### config.mk
export PLATFORM = sky130hd
export DESIGN_NAME = mult_seq_flat
export DESIGN_NICKNAME = d
export VERILOG_FILES = /design/src/rtl/mult_seq_if.sv /design/src/rtl/mult_seq.sv /design/src/flat_wrapper.sv
export SDC_FILE = /design/constraint.sdc
export NUM_CORES = 1
export LEC_CHECK = 0
export CORE_AREA = 2 2 119 92
export DETAILED_ROUTE_END_ITERATION = 12
export DIE_AREA = 0 0 121 94
export RECOVER_POWER = 50
export SLEW_MARGIN = 0
export SYNTH_ARGS = -nofsm -noshare
export SYNTH_HDL_FRONTEND = slang
export SYNTH_SLANG_ARGS = --single-unit
### constraint.sdc
create_clock -name clk -period 8.4 [get_ports clk]
set_input_delay 1.26 -clock clk [delete_from_list [all_inputs] [get_ports clk]]
set_output_delay 1.26 -clock clk [all_outputs]
set_load 0.01 [all_outputs]
### src/rtl/mult_seq_if.sv
// Operand/result handshake bundle for the sequential multiplier.
// The slave modport is the multiplier. The master modport is the producer/consumer side.
interface mult_seq_if #(
  parameter int W = 8
);
  logic [W-1:0]   x;
  logic [W-1:0]   y;
  logic           tc;
  logic           in_valid;
  logic           in_ready;
  logic [2*W-1:0] o;
  logic           out_valid;
  logic           out_ready;

  modport master (
    output x, y, tc, in_valid, out_ready,
    input  in_ready, o, out_valid
  );

  modport slave (
    input  x, y, tc, in_valid, out_ready,
    output in_ready, o, out_valid
  );
endinterface

### src/rtl/mult_seq.sv
// Iterative W x W -> 2W multiplier that retires R multiplier bits per cycle.
// It supports unsigned or two's-complement operands, chosen per transaction.
module mult_seq #(
  parameter int W = 8,
  parameter int R = 2
) (
  input  logic     clk,
  input  logic     rst_n,
  mult_seq_if.slave bus
);
  localparam int              STEPS = W / R;
  localparam int              CW    = $clog2(STEPS) + 1;
  localparam int              PW    = 2 * W;
  localparam logic [CW-1:0]   LAST  = CW'(STEPS - 1);

  generate
    if (W < 2 || (W % R) != 0 || !(R == 1 || R == 2 || R == 4)) begin : g_bad_cfg
      $error("mult_seq: illegal parameters (need W>=2, R in {1,2,4}, W%%R==0)");
    end
  endgenerate

  typedef enum logic [1:0] {IDLE, BUSY, DONE} state_t;

  state_t          r_state;
  logic [PW-1:0]   r_xr;
  logic [W-1:0]    r_yr;
  logic            r_tcr;
  logic [PW-1:0]   r_acc;
  logic [CW-1:0]   r_cnt;
  logic [PW-1:0]   r_o;
  logic            r_out_valid;
  logic            r_run;

  logic            w_accept;
  logic [PW-1:0]   w_row [R];
  logic [PW-1:0]   w_cs_s;
  logic [PW-1:0]   w_cs_c;
  logic [PW-1:0]   w_cs_t;
  logic [PW-1:0]   w_sum;

  // r_run keeps in_ready low through reset and opens it on the first edge after release.
  assign bus.in_ready  = r_run & ((r_state == IDLE) | ((r_state == DONE) & bus.out_ready));
  assign w_accept      = bus.in_valid & bus.in_ready;
  assign bus.o         = r_o;
  assign bus.out_valid = r_out_valid;

  // The operands shift each cycle, so row gi always uses y bit gi against xr << gi.
  generate
    for (genvar gi = 0; gi < R; gi++) begin : g_row
      logic [PW-1:0] w_pp;
      assign w_pp = r_yr[gi] ? (r_xr << gi) : '0;
      if (gi == R - 1) begin : g_top
        // The sign row (y bit W-1) has negative weight in two's-complement mode.
        assign w_row[gi] = (r_tcr && (r_cnt == LAST)) ? (~w_pp + PW'(1)) : w_pp;
      end else begin : g_mid
        assign w_row[gi] = w_pp;
      end
    end
  endgenerate

  // Carry-save compression of acc plus R rows, then one carry-propagate add.
  always_comb begin
    w_cs_s = r_acc;
    w_cs_c = '0;
    w_cs_t = '0;
    for (int j = 0; j < R; j++) begin
      w_cs_t = w_cs_s ^ w_cs_c ^ w_row[j];
      w_cs_c = ((w_cs_s & w_cs_c) | (w_cs_s & w_row[j]) | (w_cs_c & w_row[j])) << 1;
      w_cs_s = w_cs_t;
    end
  end

  assign w_sum = w_cs_s + w_cs_c;

  always_ff @(posedge clk or negedge rst_n) begin
    if (!rst_n) begin
      r_state     <= IDLE;
      r_xr        <= '0;
      r_yr        <= '0;
      r_tcr       <= 1'b0;
      r_acc       <= '0;
      r_cnt       <= '0;
      r_o         <= '0;
      r_out_valid <= 1'b0;
      r_run       <= 1'b0;
    end else begin
      r_run <= 1'b1;
      if (w_accept) begin
        r_xr        <= bus.tc ? {{W{bus.x[W-1]}}, bus.x} : {{W{1'b0}}, bus.x};
        r_yr        <= bus.y;
        r_tcr       <= bus.tc;
        r_acc       <= '0;
        r_cnt       <= '0;
        r_out_valid <= 1'b0;
        r_state     <= BUSY;
      end else begin
        case (r_state)
          BUSY: begin
            r_acc <= w_sum;
            r_xr  <= r_xr << R;
            r_yr  <= r_yr >> R;
            r_cnt <= r_cnt + CW'(1);
            if (r_cnt == LAST) begin
              r_o         <= w_sum;
              r_out_valid <= 1'b1;
              r_state     <= DONE;
            end
          end
          DONE: begin
            if (bus.out_ready) begin
              r_out_valid <= 1'b0;
              r_state     <= IDLE;
            end
          end
          default: r_state <= IDLE;
        endcase
      end
    end
  end
endmodule

### src/flat_wrapper.sv
// flat-port wrapper written by rule: the top's interface ports become plain ports
module mult_seq_flat 
#(
  parameter int W = 8,
  parameter int R = 2
)
  (clk, rst_n, bus_x, bus_y, bus_tc, bus_in_valid, bus_out_ready, bus_in_ready, bus_o, bus_out_valid);
  mult_seq_if #(.W(W)) bus_i ();
  input  logic clk;
  input  logic rst_n;
  input wire logic [$bits(bus_i.x)-1:0] bus_x;
  input wire logic [$bits(bus_i.y)-1:0] bus_y;
  input wire logic [$bits(bus_i.tc)-1:0] bus_tc;
  input wire logic [$bits(bus_i.in_valid)-1:0] bus_in_valid;
  input wire logic [$bits(bus_i.out_ready)-1:0] bus_out_ready;
  output wire logic [$bits(bus_i.in_ready)-1:0] bus_in_ready;
  output wire logic [$bits(bus_i.o)-1:0] bus_o;
  output wire logic [$bits(bus_i.out_valid)-1:0] bus_out_valid;
  assign bus_i.x = bus_x;
  assign bus_i.y = bus_y;
  assign bus_i.tc = bus_tc;
  assign bus_i.in_valid = bus_in_valid;
  assign bus_i.out_ready = bus_out_ready;
  assign bus_in_ready = bus_i.in_ready;
  assign bus_o = bus_i.o;
  assign bus_out_valid = bus_i.out_valid;
  mult_seq #(.W(W), .R(R)) u_core (.clk(clk), .rst_n(rst_n), .bus(bus_i));
endmodule
### Yosys cells after proc, flatten, opt, wreduce, memory -nomap -nowiden

Index checks and enable logic that the tools add are counted.

| storage, ports and cells | value |
|---|---|
| output and inout port bits | 18 |
| bits in writable memories | 0 |
| input bits | 21 |
| bits in latches | 0 |
| register bits | 64 |
| bits in read-only memories | 0 |
| memories kept | 0 |
| word-level logic and storage cells | 59 |

| cells by class | value |
|---|---|
| shifts and indexed selects | 0 |
| divide/modulo/power cells | 0 |
| mux-type cells | 20 |
| $lt $le $gt $ge | 0 |
| bitwise logic cells | 15 |
| reductions and logical operators | 7 |
| equal/unequal tests | 5 |
| add/subtract/negate cells | 3 |
| $mul | 0 |

Operator list:

| cell | number |
|---|---|
| $mux W16 | 8 |
| $and A15 B15 Y15 | 4 |
| $xor A16 B16 Y16 | 3 |
| $or A15 B15 Y15 | 2 |
| $add A16 B1 Y16 const B | 1 |
| $add A16 B16 Y16 | 1 |
| $mux W8 | 2 |
| $not A16 Y16 | 1 |
| $mux W2 | 3 |
| $mux W3 | 2 |
| $reduce_and A3 Y1 | 2 |
| $pmux W2 S2 | 1 |
| $add A3 B1 Y3 const B | 1 |
| $and A1 B1 Y1 | 3 |
| $eq A3 B2 Y1 const B | 1 |
| $mux W1 | 3 |
| $ne A3 B1 Y1 const B | 1 |
| $ne A3 B2 Y1 const B | 1 |
| $reduce_bool A3 Y1 | 1 |
| $eq A2 B1 Y1 const B | 1 |
| $eq A2 B2 Y1 const B | 1 |
| $logic_not A2 Y1 | 1 |
| $pmux W1 S2 | 1 |
| $reduce_and A2 Y1 | 1 |
| other kinds (4) | 4 |

### Logic depth before layout (Yosys ltp)

Gate-level depths: netlist of the first run.

| logic depth | value |
|---|---|
| depth in word-level cells | 10 |
| depth in mapped cells | 18 |
| mapped depth without buffers | 16 |

### Worst setup path before layout of the first run

No wires, ideal clock.

| path | value |
|---|---|
| path kind | flip-flop to flip-flop |
| start point | register u_core.r_yr[1] |
| end point | register u_core.r_acc[12] |
| path buffers | 3 |
| arrival | 3,672 ps |
| data required time | 8,274 ps |
| stages on the path, launching flop included | 15 |
| slack | 4,602 ps |
| period minus slack after synthesis | 3,798 ps |
| setup time | 126 ps |
| cell sequence | dfrtp_1 > buf_2 > buf_1 > nand2_1 > ha_1 > buf_4 > a31oi_1 > xor2_1 > fa_1 > inv_1 > ha_1 > a2111oi_2 > a211oi_2 > mux2i_1 > a311o_1 |

| between the ends | value |
|---|---|
| longest elaborated chain between the ends | 10 |
| elaborated cells on any way between the ends | 12 |
| those cells by class | 2 x add/sub; 4 x mux; 6 x bitwise |

Ends and longest elaborated chain:

| what | line | source |
|---|---|---|
| start, declared | mult_seq.sv:26 | `logic [W-1:0] r_yr;` |
| start signal, assigned | mult_seq.sv:90 | `r_yr <= bus.y;` |
| start signal, assigned | mult_seq.sv:101 | `r_yr <= r_yr >> R;` |
| $mux W16 (*) | mult_seq.sv:51 | `assign w_pp = r_yr[gi] ? (r_xr << gi) : '0;` |
| $not A16 Y16 | mult_seq.sv:54 | `assign w_row[gi] = (r_tcr && (r_cnt == LAST)) ? (~w_pp + PW'(1)) : w_pp;` |
| $add A16 B1 Y16 | mult_seq.sv:54 |  |
| $mux W16 (*) | mult_seq.sv:54 |  |
| $and A15 B15 Y15 | mult_seq.sv:68 | `w_cs_c = ((w_cs_s & w_cs_c) \| (w_cs_s & w_row[j]) \| (w_cs_c & w_row[j])) << 1;` |
| $or A15 B15 Y15 (2 in series) | mult_seq.sv:68 |  |
| $add A16 B16 Y16 (*) | mult_seq.sv:73 | `assign w_sum = w_cs_s + w_cs_c;` |
| $mux W16 (*) | mult_seq.sv:97 | `case (r_state)` |
| $mux W16 (*) | mult_seq.sv:88 | `if (w_accept) begin` |
| end signal, assigned | mult_seq.sv:99 | `r_acc <= w_sum;` |
| end, declared | mult_seq.sv:28 | `logic [PW-1:0] r_acc;` |

Mark *: on every way between the ends. The rest lies on a longest branch, timed or not. The select of a mux whose other input is x is not followed.
A chain may end at the register's enable or synchronous reset.

### Final worst setup path of the first run

| path | value |
|---|---|
| start point | register u_core.r_yr[1] |
| end point | register u_core.r_acc[14] |

The elaborated chain is that of the path after synthesis.

==> results of run 1 <==
[routing by layer]
metal	share of wire, %	wire (microns)	vias up	GRT usage [%]
li1	-	-	1728	-
met5	0	0	-	0
met2	47	4840	68	30.3
met3	4.8	493	11	4.92
met4	1.2	125	0	6.01
met1	47	4850	1783	27.1
[worst max-delay path, delay by kind of cell (launching register included)]
kind / cells / cell delay (ns)
adder cells (fa/ha/maj): 4 / 1.39
AND/OR/NAND/NOR: 2 / 0.38
flip-flops: 1 / 0.85
buffers and inverters: 2 / 0.13
AO/OA/AOI/OAI: 5 / 1.22
multiplexers: 1 / 0.13
[per-stage QoR]
stage               util (%)  area, sq um  hold WS, ns
floorplan                  -         4540        0.459
global placement        49.5         5010        0.457
detailed placement      49.5         5010        0.464
CTS                     52.3         5300        0.476
global route            52.2         5290        0.514
finish                  52.2         5290        0.465
[Yosys cell counts, drive strengths merged (3+ instances only)]
cell type	instances	area, sq um
nand2	67	251
dfrtp	64	1600
inv	40	150
a21oi	35	175
ha	34	425
o21ai	34	170
nor2	31	119
mux2i	29	290
and2	18	114
clkbuf	17	63.8
fa	15	300
xnor2	14	130
nand3	12	60.1
xor2	8	70.1
buf	7	33.8
nor3	7	40.0
a211oi	6	60.1
mux2	5	56.3
o21a	5	37.5
a31oi	4	25.0
nand2b	4	25.0
nand4	4	25.0
o31ai	4	35.0
a21o	3	22.5
nor2b	3	18.8
or2	3	18.8
[flip-flops by register name (all words and copies together) (netlist names)]
signal / cells
u_core.r_acc: 16
u_core.r_xr: 16
u_core.bus.out_valid: 1
u_core.r_state: 2
u_core.bus.o: 16
u_core.r_run: 1
u_core.r_tcr: 1
u_core.r_yr: 8
u_core.r_cnt: 3
[worst max path at each step]
stage | startpoint | to | slack, ns | cells past startpoint
finish | u_core.r_yr[1] | u_core.r_acc[14] | 4.15 | 14
global route | rst_n | u_core.r_acc[15] | 3.43 | 2
CTS | u_core.r_yr[1] | u_core.r_acc[14] | 4.22 | 14
detailed placement | u_core.r_yr[1] | u_core.r_acc[14] | 4.26 | 14
global placement | u_core.r_yr[1] | u_core.r_acc[14] | 4.40 | 13
floorplan | u_core.r_yr[1] | u_core.r_acc[12] | 4.60 | 14
[kinds of logic (layout without fill, tap and decap cells)]
family | after synthesis | in the layout | share of synthesized area (%)
buf+inv | 64 | 97 | 5.46
fa+ha+maj | 49 | 49 | 16.0
other cells | 1 | 1 | 0.0826
flops | 64 | 64 | 35.3
simple gates | 157 | 157 | 16.3
xor+xnor | 22 | 22 | 4.41
mux | 34 | 34 | 7.63
compound gates | 103 | 103 | 14.9
[power by group through the flow]
stage          Combinational, mW  Sequential (mW)  Clock [mW]
2_1_floorplan              0.856            0.535           0
3_3_place_gp                1.09            0.580           0
3_5_place_dp                1.11            0.583           0
4_1_cts                     1.12            0.580       0.369
5_1_grt                     1.25            0.603       0.384
6_report                    1.10            0.580       0.362
[cell type report]
cell class | instances | area [sq um] | share of cell area (%)
inverter | 40 | 150 | 2.84
sequential | 64 | 1600 | 30.3
multi-input combinational | 366 | 2690 | 50.9
timing repair buffer | 41 | 394 | 7.45
clock inverter | 4 | 45.0 | 0.851
clock buffer | 12 | 236 | 4.47
tap | 136 | 170 | 3.22
==> summary by stage, run 1 <==
Detailed routing
The final route contains approximately 3.6k vias. The pre-antenna-repair detailed-routing pass consisted of 4 iterations. The DRC violations left is 0.

The average wire length per cell after detail routing is 15.6 microns. The number of design-rule violations left by the first detailed-router iteration is between 200 and 250. The final wirelength is ~10 mm. In the routed layout, each cell is associated on average with a via count of between 5 and 6. In this run the remaining antenna-violating nets after routing total 0.

Pwr
IR analysis of the VDD net gives a maximum drop of roughly 160 uV. The design draws roughly 2.0 mW. The static leakage is between 2 and 2.5 nW.

Net switching is between 40% and 50% of the power. The power density over cell area is around 390 nW/um^2. Per report_power, the sequential group accounts for between 20% and 30% of the total.

For this design the total switching power over the nets is 0.897 mW. The part of the total power dissipated in combinational logic is 53.9%. The internal power of the cells totals roughly 1.1 mW. The clock group share of total power is between 10% and 20%.

Critical path
The launch instance of the worst register-to-register path is u_core.r_yr[1]. The arrival time of the worst setup path is 4.46 ns. The endpoint of the lowest-slack register-to-register path is u_core.r_acc[14]. The number of cells on the worst reg-to-reg path is 14. On the critical path, the stage with the largest delay is an instance of sky130_fd_sc_hd__dfrtp_1. The critical path goes through nand2_1, ha_1, a21oi_1, fa_1, inv_1, ha_1, inv_1, fa_1, nor2b_1, o21a_1, o21ai_1, a211oi_2, mux2i_1, a311o_1. The largest incremental delay on the critical path is ~0.85 ns. The worst setup path is of the register to register kind. The startpoint type of the worst setup path is a register. The setup check on the worst reg-to-reg path leaves a slack of just over 4 ns. STA puts the critical path data required time at 8.61 ns. The type of destination of the critical path is a register.

Along the worst path, the maximum fanout reaches 24.

Global route
The via count of the first global-routing pass is ~3.5k. The global-route wire length before repair is approximately 17 mm. The global-route usage over all layers is 19.6%. The number of antenna violations at the first check in global routing is 0. Entering global routing, the biggest net connects 65 pins.

After global routing the overflow that remains totals 0.

Clock tree
Post-CTS timing repair inserted 0 buffers for setup. Counting the buffers created by CTS gives 9. The post-cts repair resize count is 0. The number of sinks driven by the clock tree is 64. Clock-pin slew was measured on the worst setup and hold paths at approximately 0.050 ns. The later-pin clock latency in the skew report is between 0.3 and 0.4 ns. TritonCTS built the clock tree. Hold repair after CTS inserted 0 buffers. The cell sitting at the root of the clock tree is a sky130_fd_sc_hd__clkbuf_16. The H-tree depth reported by CTS is 3.

The worst-case clock buffer depth is 2.

Timing
For the final routed database, the setup TNS stands at 0 ns. The total count of hold-check failures in the final report was 0. The slew at the pin closest to its max-slew limit is roughly 3.5 ns. The total count of max-transition violations in the final report came to between 60 and 70. Clock skew on the completed layout was measured at slightly below 0.006 ns. Setup repair after global routing left no endpoint under its margin. The worst slew margin relative to its limit is -131%.

The total setup violations reported at the end of the flow is 0. The part of the cycle the worst path needs is 50.6%. The smallest clock period supported by the final layout is computed as 4.25 ns. Static timing analysis puts the maximum clock frequency at 235 MHz. The smallest setup slack after layout is about 4.2 ns.

Synth
The synthesized instance count is just under 500. The netlist area before placement is 4540 sq um. The synthesized net count is 564. For this run, the register share of the synthesized area comes to a little over a third. The number of register bits inferred by synthesis is 64. In the synthesized netlist the dominant register cell turns out to be sky130_fd_sc_hd__dfrtp_1. The count of synthesis-stage warnings from yosys is 0. Counting flops with an async set or reset pin after synthesis yields a share of 100%. The number of unique standard cell types used by synthesis is 54.

Each instance of the synthesized netlist takes up on average around 9.2 sq um. The number of enable-type register cells in the synthesized netlist is 0.

Floorplanning
In this run the horizontal extent of the chip is around 120 microns. The core region is between 10000 and 15000 sq um. In this run the vertical extent of the chip is 94 microns. The top-level port count is 39. The overall die area is 11400 sq um. The effective utilization at floorplan is between 40% and 50%.

In this run the core area contains 32 standard-cell rows.

Layout
Leaving out fill and tap cells, the most frequent cell in the layout is sky130_fd_sc_hd__nand2_1. The repair_antennas step left the layout with diodes totalling 0. The layout has roughly 970 filler cells. Excluding fillers, the count of instances in the completed layout stands at around 660. From synthesis to final layout, the design area changed by 16.5%. In the layout the commonest cells are sky130_fd_sc_hd__nand2_1, sky130_fd_sc_hd__dfrtp_1, sky130_fd_sc_hd__inv_1, sky130_fd_sc_hd__a21oi_1, sky130_fd_sc_hd__ha_1.

The share of post-route cells with drive strength above 1 is under 10%. For this run, the post-layout net count is around 590.

Place
The worst slack at placement is approximately 4.3 ns. At the end of routability-driven placement, the weighted congestion stood at ~0.84. The post-detailed-placement half-perimeter wirelength is between 7 and 8 mm. The number of instances in the placed design is ~650. Buffers placed on the I/O ports in this run total 38.

Outcome
The run finished, with violations left. The final reports fail on max-capacitance violations, max-slew violations.

Hold path
The end point of the most critical hold path is u_core.bus.o[6]. Counting instances, the worst hold path has a depth of 2. The worst hold path begins at u_core.bus.o[6].

The min-delay analysis places its worst path in the category register to register.

Flow run
The total of max-cap violations is 1.
Note: power is estimated with default switching activity, not from simulation.
==> run 2, diff against run 1 <==
--- a/config.mk
+++ b/config.mk
@@ -8,6 +8,7 @@
 export CORE_AREA = 2 2 119 92
 export DETAILED_ROUTE_END_ITERATION = 12
 export DIE_AREA = 0 0 121 94
+export PLACE_DENSITY = 0.67
 export RECOVER_POWER = 50
 export SLEW_MARGIN = 0
 export SYNTH_ARGS = -nofsm -noshare
==> constraint.sdc (replaced) <==
create_clock -name clk -period 3.6 [get_ports clk]
set_input_delay 0.54 -clock clk [delete_from_list [all_inputs] [get_ports clk]]
set_output_delay 0.54 -clock clk [all_outputs]
set_load 0.01 [all_outputs]
==> run 2 against run 1 <==
Compared with the run above:
- the flow now finishes without violations
- setup slack lost 4.0 ns
- wire length grew 5.8%
- power grew to 2.7 times the previous value
- clock-buffer cell count shrank 3
- core utilization grew 5.3 points
- design area grew 10%
- combinational power grew to 3.0 times the previous value
- critical path depth grew 1
- die area is the same
- non-clock buffer count grew 43
- clock power grew to 2.7 times the previous value
- sequential share of layout area shrank 2.8 points
- critical path type unchanged
- critical endpoint is now u_core.r_acc[15]
- largest power group unchanged
==> summary by stage, run 2 (same netlist as run 1, synthesis figures left out) <==
Clock tree
The number of buffers created by CTS is 9. The H-tree depth reported by CTS is 3. The CTS tree is built. After clock tree synthesis, the clock-pin slew on the worst setup and hold paths is ~0.06 ns. In this run, post-CTS hold repair placed 0 buffers. In this run the deepest clock path goes through 2 buffers. The tree is rooted in a sky130_fd_sc_hd__clkbuf_16. The clock net in this run drives a total of 64 sinks. The later-pin clock latency in the skew report is around 0.35 ns.

Floorplanning
The height of the die is between 90 and 100 microns. The initial utilization of the core area, before any placement, comes to between 40% and 50%. The overall die area is approximately 11000 sq um.

During I/O placement, the number of pins put on the boundary was 39. The region available for standard cell placement spans approximately 10000 sq um. The die extent in x is 121 microns.

After floorplanning, the core was divided into 32 placement rows.

Layout
After the last flow step, the layout net total stands at around 640. The share of post-route cells with drive strength above 1 is a little under a fifth. The total inserted antenna cells is 0.

The count of placed standard cells in the final layout, fillers left out is ~710. The leading cell type in the layout, fill and taps excluded is sky130_fd_sc_hd__nand2_1. The library cells used most frequently in the layout, excluding fill and tap cells, are sky130_fd_sc_hd__nand2_1, sky130_fd_sc_hd__dfrtp_1, sky130_fd_sc_hd__buf_4, sky130_fd_sc_hd__inv_1, sky130_fd_sc_hd__clkdlybuf4s50_1.

The area growth from synthesis to layout is 28.3%.

Pwr
The total power after layout is 5.57 mW. The static leakage is 2.60 nW. The power density over cell area is around 960 nW/um^2. The largest voltage drop on the vdd net is approximately 510 uV. Net switching is between 40 and 50% of the power. Per report_power, the combinational group accounts for about three fifths of the total. The clock group share of total power is 17.3%. The switching component of the power is approximately 2.4 mW. The sequential group share of total power is between 20% and 30%.

The internal power of the cells totals between 3 and 4 mW.

Timing
The worst path in the final design needs a cycle of between 3 and 4 ns, including I/O delays and setup. The part of the cycle the worst path needs is 97.0%. The setup skew after layout is around 0.0068 ns. The slew at the pin closest to its max-slew limit is approximately 1.4 ns.

Setup repair after global routing could not meet its margin everywhere. Timing would allow up to approximately 290 MHz. Setup total negative slack on the finished layout was measured at 0 ns. The worst slew margin relative to its limit is about 6.6%. The total count of hold-check failures in the final report is 0. Setup violations remaining at the end of the flow were counted as 0. The total count of max-transition violations in the final report was 0.

Critical path
For this run, the slowest stage of the critical path takes roughly 0.45 ns. The number of cells on the worst reg-to-reg path is 15. The maximum fanout along the worst path is 5.

The data required time at the worst endpoint is roughly 3.8 ns. The worst register-to-register path ends at u_core.r_acc[15]. Data on the critical path arrives at its endpoint at around 3.7 ns. The category of the critical setup timing path is register to register. The library cell appearing most often on the critical path is sky130_fd_sc_hd__o21ai_1.

The cell type of the slowest stage on the worst timing path is sky130_fd_sc_hd__fa_1. The type of destination of the critical path is a register. The critical path goes through buf_4, nor4_4, nand2b_1, a21o_1, o21ai_1, mux2_1, o21ai_1, fa_1, inv_1, ha_1, o21a_1, a21oi_1, o21ai_1, xnor2_1, a21oi_1. The setup check on the worst reg-to-reg path leaves a slack of around 0.11 ns. The launch instance of the worst register-to-register path is u_core.r_xr[2]. The startpoint type of the worst setup path is a register.

Hold path
The path with the worst hold slack has its endpoint at u_core.bus.o[6]. Counting instances, the worst hold path has a depth of 2. The beginning of the worst hold path is u_core.bus.o[6]. The tightest min-delay check is of the register to register type.

Detailed routing
The average wire length per cell after detail routing is 15.5 microns. The length of the first detailed-routing pass in iterations is 5. Detailed routing inserted a total of approximately 3.8k vias. The detailed-route vias per instance is 5.34. The DRC violations left is 0. After the first detailed-routing iteration, the DRC count stood at ~210. The final layout contains routed wiring with a total length of 10.9 mm. The number of antenna-violating nets in the routed design is 0.

Global route
The largest net degree at the start of global routing is 47. The via count of the first global-routing pass is ~3.7k. The number of antenna violations at the first check in global routing came to 0. The first global-routing pass estimated between 15 and 20 mm of wire.

Global routing used between 20% and 30% of the available tracks across all layers. Summed over all layers, the global routing overflow is 0.

Place
The count of buffers added on input and output ports is 38. The final weighted congestion in routability-driven placement is 0.924. The post-detailed-placement half-perimeter wirelength is between 7 and 8 mm. Including well taps, the total number of placed cells is 681.

Flow run
Across the run, the number of max-cap violations was 0.

Outcome
The run finished with clean final reports.
run 2: cell types whose count changed in the layout (fill, tap and decap cells not counted), sizes merged:
cell / change
bufinv: +1
buf: +42
clkinv: -1
dlygate4sd3: -2
clkbuf: -2
clkdlybuf4s50: +2
clkinvlp: +1
inv: +2
run 2: worst max path at each step:
stage / start / endpoint / slack (ns) / cells after the start
6_report: u_core.r_xr[2] / u_core.r_acc[15] / 0.11 / 15
5_1_grt: u_core.r_xr[2] / u_core.r_acc[14] / -0.07 / 15
4_1_cts: u_core.r_cnt[0] / u_core.r_acc[12] / 0.02 / 15
3_5_place_dp: u_core.r_cnt[0] / u_core.r_acc[15] / -0.05 / 15
3_3_place_gp: u_core.r_cnt[0] / u_core.r_acc[15] / 0.003 / 15
2_1_floorplan: u_core.r_yr[1] / u_core.r_acc[12] / 0.009 / 14
run 2: area by class of cell:
class / instances / area, sq um
Clock buffer: 9 / 225
Tap cell: 136 / 170
Timing Repair Buffer: 84 / 721
Fill cell: 873 / 4300
Sequential cell: 64 / 1600
Inverter: 40 / 150
Multi-Input combinational cell: 366 / 2860
Clock inverter: 7 / 103
run 2: repair_timing:
action	4_1_cts	5_1_grt
setup buffers	0	9
pin swaps	0	15
gates cloned	0	0
gates resized for setup	1	32
setup endpoints to repair	5	15
run 2: routing by layer:
metal / vias to the layer above / track usage, % / share of wire [%]
li1: 1834 / - / -
met1: 1850 / 27.6 / 46
met2: 79 / 31.7 / 47
met3: 9 / 6.49 / 5.6
met4: 0 / 4.55 / 0.85
met5: - / 0 / 0
run 2: power by group through the flow:
stage	logic (mW)	registers (mW)	clock network, mW
2_1_floorplan	2.01	1.25	0
3_5_place_dp	3.00	1.26	0
3_3_place_gp	2.92	1.25	0
4_1_cts	3.03	1.26	0.980
6_report	3.35	1.27	0.962
5_1_grt	3.73	1.30	1.01
run 2: stage by stage:
step / instance area [sq um] / hold slack, ns / setup slack, ns / utilization (%)
6_report: 5830 / 0.463 / 0.107 / 57.5
5_1_grt: 5830 / 0.511 / -0.0723 / 57.5
4_1_cts: 5610 / 0.204 / 0.0179 / 55.4
3_5_place_dp: 5280 / 0.464 / -0.0548 / 52.1
3_3_place_gp: 5280 / 0.461 / 0.00266 / 52.1
2_1_floorplan: 4550 / 0.244 / 0.00902 / -
run 2: worst max-delay path, delay by kind of cell (launching register included):
kind / cells / cell delay, ns
buf+inv: 2 / 0.23
fa+ha+maj: 2 / 0.74
compound gates: 7 / 0.93
flops: 1 / 0.40
simple gates: 2 / 0.49
xor+xnor: 1 / 0.26
mux: 1 / 0.31
